--- src/rtl/regfile_arb_pkg.sv ---
// Purpose: shared widths, the zero-register constant and the write-back request type for the RF write arbiter.
// Latency: n/a (types and constants only).
// Backpressure: n/a.
package regfile_arb_pkg;

    localparam int REG_ADDR_W = 5;
    localparam int REG_DATA_W = 32;
    localparam int NUM_REGS   = 32;

    // Writes to this register are acknowledged but never reach the register file.
    localparam logic [REG_ADDR_W-1:0] ZERO_REG = '0;

    typedef struct packed {
        logic [REG_ADDR_W-1:0] addr;
        logic [REG_DATA_W-1:0] data;
    } wb_req_t;

endpackage

--- src/rtl/rr_arbiter.sv ---
// Purpose: N-way round-robin arbiter; one-hot grant and its index, pointer advances past each winner.
// Latency: grant is combinational from req (same cycle); pointer updates on the rising edge.
// Backpressure: never stalls; the winner is always granted, losers see grant=0 and keep requesting.
//
// Ports: clk, resetN (async active-low), req[N] requests in,
//        grant[N] one-hot grant out, grant_idx index of the granted bit (0 when nothing granted).
module rr_arbiter #(
    parameter int N     = 2,
    parameter int IDX_W = (N > 1) ? $clog2(N) : 1
) (
    input  logic             clk,
    input  logic             resetN,
    input  logic [N-1:0]     req,
    output logic [N-1:0]     grant,
    output logic [IDX_W-1:0] grant_idx
);

    logic [IDX_W-1:0] ptr;
    logic             found;
    int               pos;

    // Scan from the pointer upward, wrapping modulo N; first requester seen wins.
    always_comb begin
        grant     = '0;
        grant_idx = '0;
        found     = 1'b0;
        pos       = 0;
        for (int k = 0; k < N; k++) begin
            pos = int'(ptr) + k;
            if (pos >= N) begin
                pos = pos - N;
            end
            if (!found && req[pos]) begin
                found      = 1'b1;
                grant[pos] = 1'b1;
                grant_idx  = IDX_W'(pos);
            end
        end
        // No requester may be acknowledged while reset is held.
        if (!resetN) begin
            grant     = '0;
            grant_idx = '0;
        end
    end

    always_ff @(posedge clk or negedge resetN) begin
        if (!resetN) begin
            ptr <= '0;
        end else if (|grant) begin
            ptr <= (grant_idx == IDX_W'(N - 1)) ? '0 : grant_idx + 1'b1;
        end
    end

endmodule

--- src/rtl/regfile_wr_arbiter.sv ---
// Purpose: shares the single register-file write port between NUM_REQ write-back sources (round-robin).
// Latency: accept is combinational (reqReady same cycle); the write appears on regWrite/wrReg/wrData one cycle later.
// Backpressure: one accept per cycle; output stage never stalls; non-granted requesters hold valid until ready.
//
// Ports: clk, resetN (async active-low);
//        reqValid/reqReg/reqData  packed per-requester write requests, lane i at [i*W +: W];
//        reqReady                 one-hot accept; grantIdx index of accepted lane (0 when none);
//        regWrite/wrReg/wrData    registered register-file write port;
//        pendMask                 one-hot of wrReg while regWrite is high, for hazard logic;
//        conflictCnt              saturating count of cycles with two or more requests.
module regfile_wr_arbiter
    import regfile_arb_pkg::*;
#(
    parameter int NUM_REQ = 2,
    parameter int ADDR_W  = REG_ADDR_W,
    parameter int DATA_W  = REG_DATA_W,
    parameter int CNT_W   = 16,
    parameter int IDX_W   = $clog2(NUM_REQ)
) (
    input  logic                      clk,
    input  logic                      resetN,
    input  logic [NUM_REQ-1:0]        reqValid,
    input  logic [NUM_REQ*ADDR_W-1:0] reqReg,
    input  logic [NUM_REQ*DATA_W-1:0] reqData,
    output logic [NUM_REQ-1:0]        reqReady,
    output logic                      regWrite,
    output logic [ADDR_W-1:0]         wrReg,
    output logic [DATA_W-1:0]         wrData,
    output logic [IDX_W-1:0]          grantIdx,
    output logic [2**ADDR_W-1:0]      pendMask,
    output logic [CNT_W-1:0]          conflictCnt
);

    logic                 accept;
    logic                 squash;
    logic                 multi_req;
    logic [ADDR_W-1:0]    sel_addr;
    logic [DATA_W-1:0]    sel_data;
    logic [2**ADDR_W-1:0] pend_nxt;

    rr_arbiter #(
        .N     (NUM_REQ),
        .IDX_W (IDX_W)
    ) u_arb (
        .clk       (clk),
        .resetN    (resetN),
        .req       (reqValid),
        .grant     (reqReady),
        .grant_idx (grantIdx)
    );

    assign accept = |reqReady;

    // Select by the one-hot grant so undriven/X lanes of idle requesters never reach the output stage.
    always_comb begin
        sel_addr = '0;
        sel_data = '0;
        for (int i = 0; i < NUM_REQ; i++) begin
            if (reqReady[i]) begin
                sel_addr = reqReg[i*ADDR_W +: ADDR_W];
                sel_data = reqData[i*DATA_W +: DATA_W];
            end
        end
    end

    assign squash = (sel_addr == ADDR_W'(ZERO_REG));

    always_comb begin
        pend_nxt = '0;
        if (accept && !squash) begin
            pend_nxt[sel_addr] = 1'b1;
        end
    end

    // Two or more bits set: clearing the lowest set bit leaves something behind.
    assign multi_req = |(reqValid & (reqValid - NUM_REQ'(1)));

    always_ff @(posedge clk or negedge resetN) begin
        if (!resetN) begin
            regWrite <= 1'b0;
            wrReg    <= '0;
            wrData   <= '0;
            pendMask <= '0;
        end else begin
            pendMask <= pend_nxt;
            if (accept) begin
                regWrite <= !squash;
                wrReg    <= sel_addr;
                wrData   <= sel_data;
            end else begin
                regWrite <= 1'b0;
            end
        end
    end

    always_ff @(posedge clk or negedge resetN) begin
        if (!resetN) begin
            conflictCnt <= '0;
        end else if (multi_req && (conflictCnt != {CNT_W{1'b1}})) begin
            conflictCnt <= conflictCnt + 1'b1;
        end
    end

endmodule

--- config.mk ---
export PLATFORM = sky130hd
export DESIGN_NAME = regfile_wr_arbiter
export DESIGN_NICKNAME = d
export VERILOG_FILES = /design/src/rtl/regfile_arb_pkg.sv /design/src/rtl/rr_arbiter.sv /design/src/rtl/regfile_wr_arbiter.sv
export SDC_FILE = /design/constraint.sdc
export NUM_CORES = 1
export LEC_CHECK = 0
export CAP_MARGIN = 20
export CORE_MARGIN = 8
export CORE_UTILIZATION = 44
export DETAILED_ROUTE_END_ITERATION = 16
export PLACE_DENSITY_LB_ADDON = 0.2
export SLEW_MARGIN = 5
export SYNTH_ARGS = -nofsm -noshare
export SYNTH_HDL_FRONTEND = slang
export SYNTH_SLANG_ARGS = --single-unit
--- constraint.sdc ---
create_clock -name clk -period 5.07 [get_ports clk]
set_input_delay 0.507 -clock clk [delete_from_list [all_inputs] [get_ports clk]]
set_output_delay 0.507 -clock clk [all_outputs]
set_load 0.02 [all_outputs]
* Yosys cells after proc, flatten, opt, wreduce, memory -nomap -nowiden
Cells that the tools add are included.
Operators by class: add/subtract/negate cells 6, magnitude comparators 8, equal/unequal tests 1, muxes and demuxes 28, bitwise logic cells 2, reduce and logical (&&, ||, !) cells 11
Operators with widths (count):
- $mux 32 | 5
- $ge 32x1->1 const B | 2
- $lt 32x3->1 const B | 2
- $ge 32x3->1 const B | 1
- $sub 32x3->32 const B | 1
- $add 16x1->16 const B | 1
- $ne 16x16->1 const B | 1
- $mux 1 | 15
- $mux 5 | 2
- $logic_and 1x1->1 | 6
- $lt 5x6->1 const B | 1
- $mux 2 | 3
- $demux 1 s5 | 1
- $ge 5x1->1 const B | 1
- $logic_not 5->1 | 1
- $reduce_or 2->1 | 2
- $sub 1x2->3 const B | 1
- $add 1x1->2 const B | 1
- $and 2x2->2 | 1
- $demux 1 s1 | 2
- $ge 1x2->1 const B | 1
- $logic_not 1->1 | 2
- $or 2x2->2 | 1
- $sub 2x1->2 const B | 1
- $add 1x1->1 const B | 1
Storage, ports and cells: bits in registers 87, input port bits 78, logic and storage cells 62

* Logic depth before layout (Yosys ltp)
Gate-level depths: netlist of run 1.
depth in word-level cells 17, gate-level depth with buffers 8, depth with buffers taken out 5

* Hierarchy
From an unflattened synthesis of run 1, not the netlist that was laid out.
Unflattened totals: cell total of the unflattened synthesis 347, area, all modules 3729.8 um^2
Modules (own cells, without submodules):
- regfile_wr_arbiter | times used 1, cells each 338, area each 3663.5 um^2, sequential area each 2152.1 um^2
- rr_arbiter | times used 1, cells each 9, area each 66.3 um^2, sequential area each 25.0 um^2

* Least setup slack after synthesis of run 1
No wires, ideal clock.
path type input port to output port, start in reqValid[0], end out reqReady[0], arrival 1.423 ns, data required time 4.563 ns, slack 3.140 ns, cell stages on the path 5, buffers on the path 3, cell sequence buf_4 > a21boi_2 > and2_1 > buf_2 > buf_2
Between the ends: word-level cells in the longest chain between the ends 8, elaborated cells between the ends (all ways) 13, those cells by class 10 x mux; 1 x bitwise; 2 x reduce/logical
RTL lines:
- start: declaration | line regfile_wr_arbiter.sv:22 | input logic [NUM_REQ-1:0] reqValid,
- $mux 1 (not written as such) (3 in a row) | line rr_arbiter.sv:33 | if (!found && req[pos]) begin
- $mux 1 | line rr_arbiter.sv:33
- $logic_not 1->1 | line rr_arbiter.sv:33
- $logic_and 1x1->1 | line rr_arbiter.sv:33
- $mux 2 (*) | line rr_arbiter.sv:33
- $mux 2 (*) | line rr_arbiter.sv:40 | if (!resetN) begin
- end: declaration | line regfile_wr_arbiter.sv:25 | output logic [NUM_REQ-1:0] reqReady,
Every way passes the cells marked *; elsewhere a longest branch is shown, timed or not. The select of a mux whose other input is x is not followed.

* Worst setup path in the final report of run 1
start in reqValid[1], end out reqReady[0]
Same word-level chain as after synthesis.

==> results.toml, run 1 <==
[outcome]
status = "finished clean"

[setup_path]
critPathMostFrequentCell = "clkdlybuf4s50_1"
cp.required_ps = 4560
critPathTopFamily = "buffers and inverters"
cp_slowest_stage_delay_ps = 720
crit_cells = 5
r2r_cells = 5
endpoint_kind = "output port"
crit_buf_inv = 3
path_cells = "clkdlybuf4s50_1 -> a21boi_2 -> and2_1 -> buf_4 -> clkdlybuf4s50_1"
path_max_fanout = 33
crit_slowest_cell = "clkdlybuf4s50_1"
path_class = "in2out"
crit_arrival_ps = 2890
reg2reg_setup_slack_ps = 3230
startpoint_type = "primary input"

[detailed_routing]
drtPass1Iterations = 6
drt_iter0_drc = 205
drtAntennaViolNets = 0
viasPerCell = 5.482
route.detailed.drc = 0
drt-total-wl_microns = 10600
route.vias.total = 3059
wire_per_inst_microns = 19.00

[clocking]
cts_root_buf = "clkbuf_8"
post-cts-setup-buffers = 0
cts_tree = "yes"
cts_made_buffers = 9
clock-sinks = 87
clock_latency_ps = 360
clk_pin_slew_ps = 100
max-clock-path-buffers = 2
cts_resized = 0
htree_levels = 3
cts_hold_buf = 0

[pwr]
pwr-share-clk = 0.269
pwr_density_cell_mw_per_mm2 = 337.4
p_total_w = 0.001846
p_int_w = 0.001262
leakagePower_nw = 2.398
seqPwrFrac = 0.452
combPwrFrac = 0.279
switching_share = 0.3163
peakVddDrop_v = 0.0001423
switchingPower_w = 0.0005838

[global_routing]
grt_antenna_before_repair = 0
grt_pass1_wl_microns = 17220
globalRouteOverflowTotal = 0
grt_pass1_vias = 3245
grt_max_degree = 69
grtUsageTotal = 0.1920

[finish]
drive_above_1_share = 0.08168
area_growth_pct = 52.87
n_fill_cell = 655
antennaDiodeCount = 0
layout.nets = 527
final_util = 0.6794
fin_area_sq_mm = 0.005470

[flow_run]
cap_violations = 0

[synth]
avgSynthCellArea_sq_um = 12.30
syn_area_sq_mm = 0.003578
ys_ff_latch = 87
synth_warnings = 0
syn_inst = 291
yosysSeqAreaShare = 0.6084
synth.net_count = 370
yosysUniqueCellTypes = 36

[sta]
fin_tns_setup_ps = 0
slew_headroom = 0.4670
fmax_mhz = 294.5
finalHoldViolCount = 0
setup_viol = 0
min_period_ps = 3396
rsz0062_at_grt = "false"
slew_viol_final = 0
tightest_slew_ps = 799.5
fin_skew_ps = 9.547
post-route-period-util = 0.6698

[placed_design]
place.gp.congestion = 0.8162
place_area_sq_mm = 0.005268
place_hpwl_microns = 7722
portBuffers = 166

[die]
ios = 167
start_util = 0.4444
chipHeight_microns = 106.2
rows = 33
fp.dieW_microns = 106.2
dieArea_sq_mm = 0.01127
core-area_sq_mm = 0.008051

[min_path]
min_path_type = "in2async"
flip-flops by register name (all words and copies together), names as in the netlist:
register / count
regWrite: 1
wrData: 32
wrReg: 5
conflictCnt: 16
u_arb.ptr: 1
pendMask: 32
final timing paths:
path / startpoint / to
max: reqValid[1] / reqReady[0]
min: resetN / conflictCnt[6]
max reg2reg: conflictCnt[0] / conflictCnt[1]
min reg2reg: wrReg[4] / wrReg[4]
max in group asynchronous: resetN / wrData[11]
min in group clk: wrReg[4] / wrReg[4]
layer usage:
layer	global-route usage	wire length (microns)	vias to the layer above	share of wire
met2	0.2864	4907	158	0.46
li1	-	-	1402	-
met5	0	0	-	0
met4	0.09849	319	0	0.030
met1	0.2284	4232	1476	0.40
met3	0.08832	1141	23	0.11
cells in the mapped netlist:
cell       number  area (sq um)
o211ai_1        4         30.03
a22o_1          4         35.03
xor2_1          1         8.760
a32o_2          2         22.52
or3b_1          2         17.52
buf_2           9         45.04
dfrtp_1        87          2177
buf_4           1         7.510
nor3_2         10         100.1
a31oi_1         5         31.28
or3_1           1         6.260
a21oi_1         1         5.000
inv_1          32         120.1
a32oi_1         2         17.52
o21a_1          3         22.52
clkbuf_1       10         37.54
xnor2_1        11         96.34
nand2_1         7         26.28
a222oi_1       32         320.3
nor3_1         21         105.1
nand3_1         7         35.03
o211a_1         1         10.01
o21ai_1         1         5.000
o2111ai_1       1         8.760
nand2b_4        1         13.76
nand4_1         7         43.79
and4_1          3         26.28
mux2_2          1         11.26
a21boi_2        1         11.26
ha_1            1         12.51
and3_1         10         62.56
buf_6           4         45.04
a32o_1          3         30.03
conb_1          1         3.750
nand4b_1        1         8.760
and2_1          3         18.77
per-stage QoR:
step                hold WS [ps]  cells  worst slack (ps)
global route               101.5    558              1534
floorplan                  211.4    291              3140
global placement           473.2    542              1793
finish                     82.50    558              1674
CTS                        88.44    558              1693
detailed placement         470.3    542              1713
power groups by stage:
stage	logic, W	registers (W)	clock network [W]
floorplan	0.000151	0.000934	0
finish	0.000515	0.000835	0.000496
detailed placement	0.000520	0.000846	0
global placement	0.000513	0.000845	0
global route	0.000553	0.000847	0.000538
CTS	0.000521	0.000836	0.000504
area by class of cell:
type / instances / area (sq um) / share of cell area
clock inverter: 7 / 78.83 / 0.01441
tap: 105 / 131.4 / 0.02402
multi-input combinational: 148 / 1150 / 0.2102
clock buffer: 9 / 123.9 / 0.02264
sequential: 87 / 2177 / 0.3980
inverter: 32 / 120.1 / 0.02196
timing repair buffer: 170 / 1689 / 0.3088
kinds of logic after synthesis:
group / count (synthesis) / synth area share
buffers and inverters: 56 / 0.07133
other: 1 / 0.001048
flip-flops: 87 / 0.6084
adder cells (fa/ha/maj): 1 / 0.003496
AO/OA/AOI/OAI: 60 / 0.1535
XOR/XNOR: 12 / 0.02937
AND/OR/NAND/NOR: 73 / 0.1297
multiplexers: 1 / 0.003147
layout by cell type, fill, tap and decap left out, drive strengths merged, types with 2 or more instances in the layout:
cell and count:
o211ai 4, and4 3, a32oi 2, clkinvlp 3
a32o 5, a22o 4, dfrtp 87, inv 35
nand2 7, clkdlybuf4s50 165, xnor2 11, a31oi 5
buf 5, o21a 3, a222oi 32, clkbuf 9
and3 10, nand3 7, nand4 7, or3b 2
and2 3, nor3 31
(Power assumes the default switching activity.)
==> run 2: changes to the inputs <==
Settings changed: CORE_UTILIZATION 44 to 37.
Clock period 5.07 ns to 3 ns, I/O delays scaled along.
==> run 2 against run 1 <==
Clock power rose by 60%. Non-clock buffer count rose by 3. Final area rose by 0.98%. Die area rose by 16%. Register-to-register slack got worse by 2100 ps. Critical path depth fell by 1. Final cell count rose by 5.6%. Critical endpoint is now reqReady[1].
==> results.toml, run 2 (synthesis results as in run 1) <==
[die]
dieArea_sq_mm = 0.01307
fp.dieW_microns = 114.3
ios = 167
chipHeight_microns = 114.3
core-area_sq_mm = 0.009594
start_util = 0.3730
rows = 36

[sta]
rsz0062_at_grt = "false"
slew_viol_final = 0
tightest_slew_ps = 785.5
holdWs_ps = 427.8
fin_tns_setup_ps = 0
fin_skew_ps = 16.19
min_period_ps = 2460
post-route-period-util = 0.8201
finalHoldViolCount = 0
slew_headroom = 0.4763
setup_viol = 0
fmax_mhz = 406.5

[finish]
regArea_sq_mm = 0.002177
drive_above_1_share = 0.08553
n_fill_cell = 832
layout.nets = 530
layout_common_cells = "clkdlybuf4s50_1, dfrtp_1, a222oi_1, inv_1, nor3_1"
area_growth_pct = 54.37
final_common_cell = "clkdlybuf4s50_1"
antennaDiodeCount = 0
multi_input_area_sq_mm = 0.001150
reg.largest.list = "pendMask x32, wrData x32, conflictCnt x16"

[clocking]
clock_latency_ps = 360
max-clock-path-buffers = 2
htree_levels = 3
cts_tree = "yes"
cts_root_buf = "clkbuf_8"
clock-sinks = 87
cts_hold_buf = 1
cts_made_buffers = 9
clk_pin_slew_ps = 100
cts_resized = 0
post-cts-setup-buffers = 0

[pwr]
seqPwrFrac = 0.460
p_int_w = 0.002067
peakVddDrop_v = 0.0002362
pwr_density_cell_mw_per_mm2 = 555.9
pwr-share-clk = 0.258
p_total_w = 0.003071
switching_share = 0.3269
switchingPower_w = 0.001004
leakagePower_nw = 2.415
combPwrFrac = 0.282

[flow_run]
cap_violations = 0

[global_routing]
grt_pass1_vias = 3070
met1_usage = 0.1872
grtUsageTotal = 0.1590
grt_max_degree = 68
grt_pass1_wl_microns = 16130
grt_use_met3 = 0.08650
grt-busiest-layer = "met2"
globalRouteOverflowTotal = 0
met2_usage = 0.2382
grt_antenna_before_repair = 0

[placed_design]
portBuffers = 166
place_hpwl_microns = 7846
place.gp.congestion = 0.7281

[setup_path]
endpoint_kind = "output port"
startpoint_type = "primary input"
crit_arrival_ps = 2160
path_class = "in2out"
cp.required_ps = 2700
path_max_fanout = 41

[outcome]
status = "finished clean"

[detailed_routing]
drt_iter0_drc = 242
drt-total-wl_microns = 10420
drtAntennaViolNets = 0
drtPass1Iterations = 5
viasPerCell = 5.046
route.vias.total = 2972
route.detailed.drc = 0
wire_per_inst_microns = 17.69

[min_path]
min_path_type = "in2async"
-- run 2: cell type report --
class	count	share of cell area
clock buffer	9	0.02242
inverter	32	0.02174
sequential	87	0.3941
clock inverter	7	0.01314
tap	133	0.03012
timing repair buffer	173	0.3103
multi-input combinational	148	0.2082
-- run 2: worst paths after layout --
kind,from,end,slack [ps],cells after the start
max in group asynchronous,resetN,wrData[31],1430,3
worst min register to register,conflictCnt[14],conflictCnt[14],490,1
worst max-delay path,resetN,reqReady[1],540,4
worst min-delay path,resetN,pendMask[28],430,2
worst max register to register,conflictCnt[0],conflictCnt[1],1170,5
min in group clk,conflictCnt[14],conflictCnt[14],490,1
-- run 2: per-stage QoR --
step | area (sq um) | std cells | setup slack, ps | util
after global routing | 5524 | 589 | 442.0 | 0.5758
after CTS | 5524 | 589 | 496.9 | 0.5758
after detailed placement | 5318 | 572 | 692.1 | 0.5543
after global placement | 5318 | 572 | 698.8 | 0.5543
final | 5524 | 589 | 539.8 | 0.5758
after floorplan | 3578 | 291 | 1239 | -
-- run 2: layer usage --
layer	up-vias	part of all wire
met4	0	0.018
met5	-	0
li1	1417	-
met3	13	0.12
met1	1392	0.42
met2	150	0.44
-- run 2: worst max-delay path, cell delays in order --
cell and delay [ps]:
dlygate4sd3_1 530, buf_4 390, and3_1 270, clkdlybuf4s50_1 650
-- run 2: power groups by stage --
stage	clock network (W)	registers (W)	logic [W]
after floorplan	0	0.00158	0.000255
after global placement	0	0.00143	0.000870
after detailed placement	0	0.00143	0.000878
after CTS	0.000819	0.00141	0.000879
after global routing	0.000877	0.00143	0.000928
final	0.000793	0.00141	0.000867
==> run 3: changes to the inputs <==
Clock period 3 ns to 2.2 ns, I/O delays scaled along.
==> run 3 against run 2 <==
Global-route usage up 0.47 points. Combinational power grew 38%. Clock skew decreased by 7.1 ps. Critical path depth down 1. Utilization is 1.1 points higher. Final cell count increased by 1.5%. Non-clock buffer count is 9 higher. Die area is the same. Total power rose by 42%.
==> results.toml, run 3 (synthesis results as in run 1) <==
[clocking]
clock_latency_ps = 360
htree_levels = 3
max-clock-path-buffers = 2
cts_made_buffers = 9
clock-sinks = 87
post-cts-setup-buffers = 0
cts_resized = 0
clk_pin_slew_ps = 90
cts_tree = "yes"
cts_root_buf = "clkbuf_8"

[setup_path]
crit_arrival_ps = 1820
reg2reg_setup_slack_ps = 440
path_class = "reg2out"
path_max_fanout = 9
r2r_start = "u_arb.ptr"
path_cells = "nand2b_4 -> and3_1 -> clkdlybuf4s50_1"
cp_slowest_stage_delay_ps = 640
cp.required_ps = 1980
crit_slowest_cell = "clkdlybuf4s50_1"
endpoint_kind = "output port"
worstSetupStartpoint = "u_arb.ptr"
startpoint_type = "flip-flop"

[sta]
fmax_mhz = 490.2
finalWorstSetupSlack_ps = 159.9
min_period_ps = 2040
fin_tns_setup_ps = 0
post-route-period-util = 0.9273
finalHoldViolCount = 0
slew_headroom = 0.4211
slew_viol_final = 0
fin_skew_ps = 9.080
setup_viol = 0
holdWs_ps = 455.6
rsz0062_at_grt = "false"
tightest_slew_ps = 868.4

[placed_design]
place_hpwl_microns = 7940
place.gp.congestion = 0.8238
place_ws_ps = 47.93
place_area_sq_mm = 0.005398
portBuffers = 166

[die]
dieArea_sq_mm = 0.01307
start_util = 0.3730
rows = 36
ios = 167
chipHeight_microns = 114.3
fp.dieW_microns = 114.3
core-area_sq_mm = 0.009594

[finish]
area_growth_pct = 57.41
layout.nets = 539
n_fill_cell = 849
final_common_cell = "clkdlybuf4s50_1"
drive_above_1_share = 0.1032
reg.largest.list = "pendMask x32, wrData x32, conflictCnt x16"
antennaDiodeCount = 0
layout_common_cells = "clkdlybuf4s50_1, dfrtp_1, a222oi_1, inv_1, nor3_1"
fin_area_sq_mm = 0.005633

[global_routing]
grt_pass1_wl_microns = 16640
globalRouteOverflowTotal = 0
grt_max_degree = 72
grt_antenna_before_repair = 0
grt_pass1_vias = 3228
grtUsageTotal = 0.1638

[detailed_routing]
drt_iter0_drc = 193
wire_per_inst_microns = 17.79
drtAntennaViolNets = 0
route.vias.total = 3019
viasPerCell = 5.048
drt-total-wl_microns = 10640
route.detailed.drc = 0
drtPass1Iterations = 7

[min_path]
min_path_type = "in2reg"
worstHoldStart = "reqData[19]"

[pwr]
peakVddDrop_v = 0.0003386
leakagePower_nw = 2.474
p_total_w = 0.004375
pwr_density_cell_mw_per_mm2 = 776.7

[flow_run]
cap_violations = 0

[outcome]
status = "finished clean"
[run 3: cell types whose count changed in the layout (fill, tap and decap cells not counted), sizes merged]
cell	before	now
buf	7	16
bufinv	0	2
clkinv	3	0
clkinvlp	1	2
[run 3: repair_timing]
| action | in CTS | in global routing |
|---|---|---|
| endpoints found under the hold margin | 18 | 0 |
| hold buffers | 1 | 0 |
| setup endpoints to repair | 0 | 0 |
[run 3: per-stage QoR]
step	util	std cells
after CTS	0.5871	598
final	0.5871	598
after global placement	0.5626	581
after detailed placement	0.5626	581
after floorplan	-	291
after global routing	0.5871	598
[run 3: area by class of cell]
class | instances | area, sq um | share of cell area
clock inverter | 7 | 101.3 | 0.01799
sequential | 87 | 2177 | 0.3865
multi-input combinational | 148 | 1150 | 0.2041
timing repair buffer | 182 | 1794 | 0.3185
clock buffer | 9 | 123.9 | 0.02199
inverter | 32 | 120.1 | 0.02132
tap | 133 | 166.4 | 0.02954
[run 3: final timing paths]
path,endpoint,cells past startpoint
max,reqReady[1],3
min,wrData[19],3
max reg2reg,pendMask[25],4
min reg2reg,conflictCnt[14],1
max in group asynchronous,pendMask[13],3
min in group asynchronous,wrReg[0],3
[run 3: worst max-delay path: cells and delay by family (launching register included)]
kind / cells / cell delay, ps
AND/OR/NAND/NOR: 2 / 410
flip-flops: 1 / 410
buffers and inverters: 1 / 640
[run 3: power breakdown]
group | total (W) | leakage, nW | internal (W) | switching (W)
combinational | 0.00120 | 1.23 | 0.000614 | 0.000590
sequential | 0.00193 | 1.13 | 0.00178 | 0.000150
clock | 0.00124 | 0.107 | 0.000651 | 0.000592
[run 3: metal layers]
metal | vias to the layer above | routed length, microns | GRT usage
met5 | - | 0 | 0
li1 | 1426 | - | -
met3 | 14 | 1148 | 0.07015
met2 | 141 | 4905 | 0.2524
met4 | 0 | 188 | 0.07720
met1 | 1438 | 4395 | 0.1931
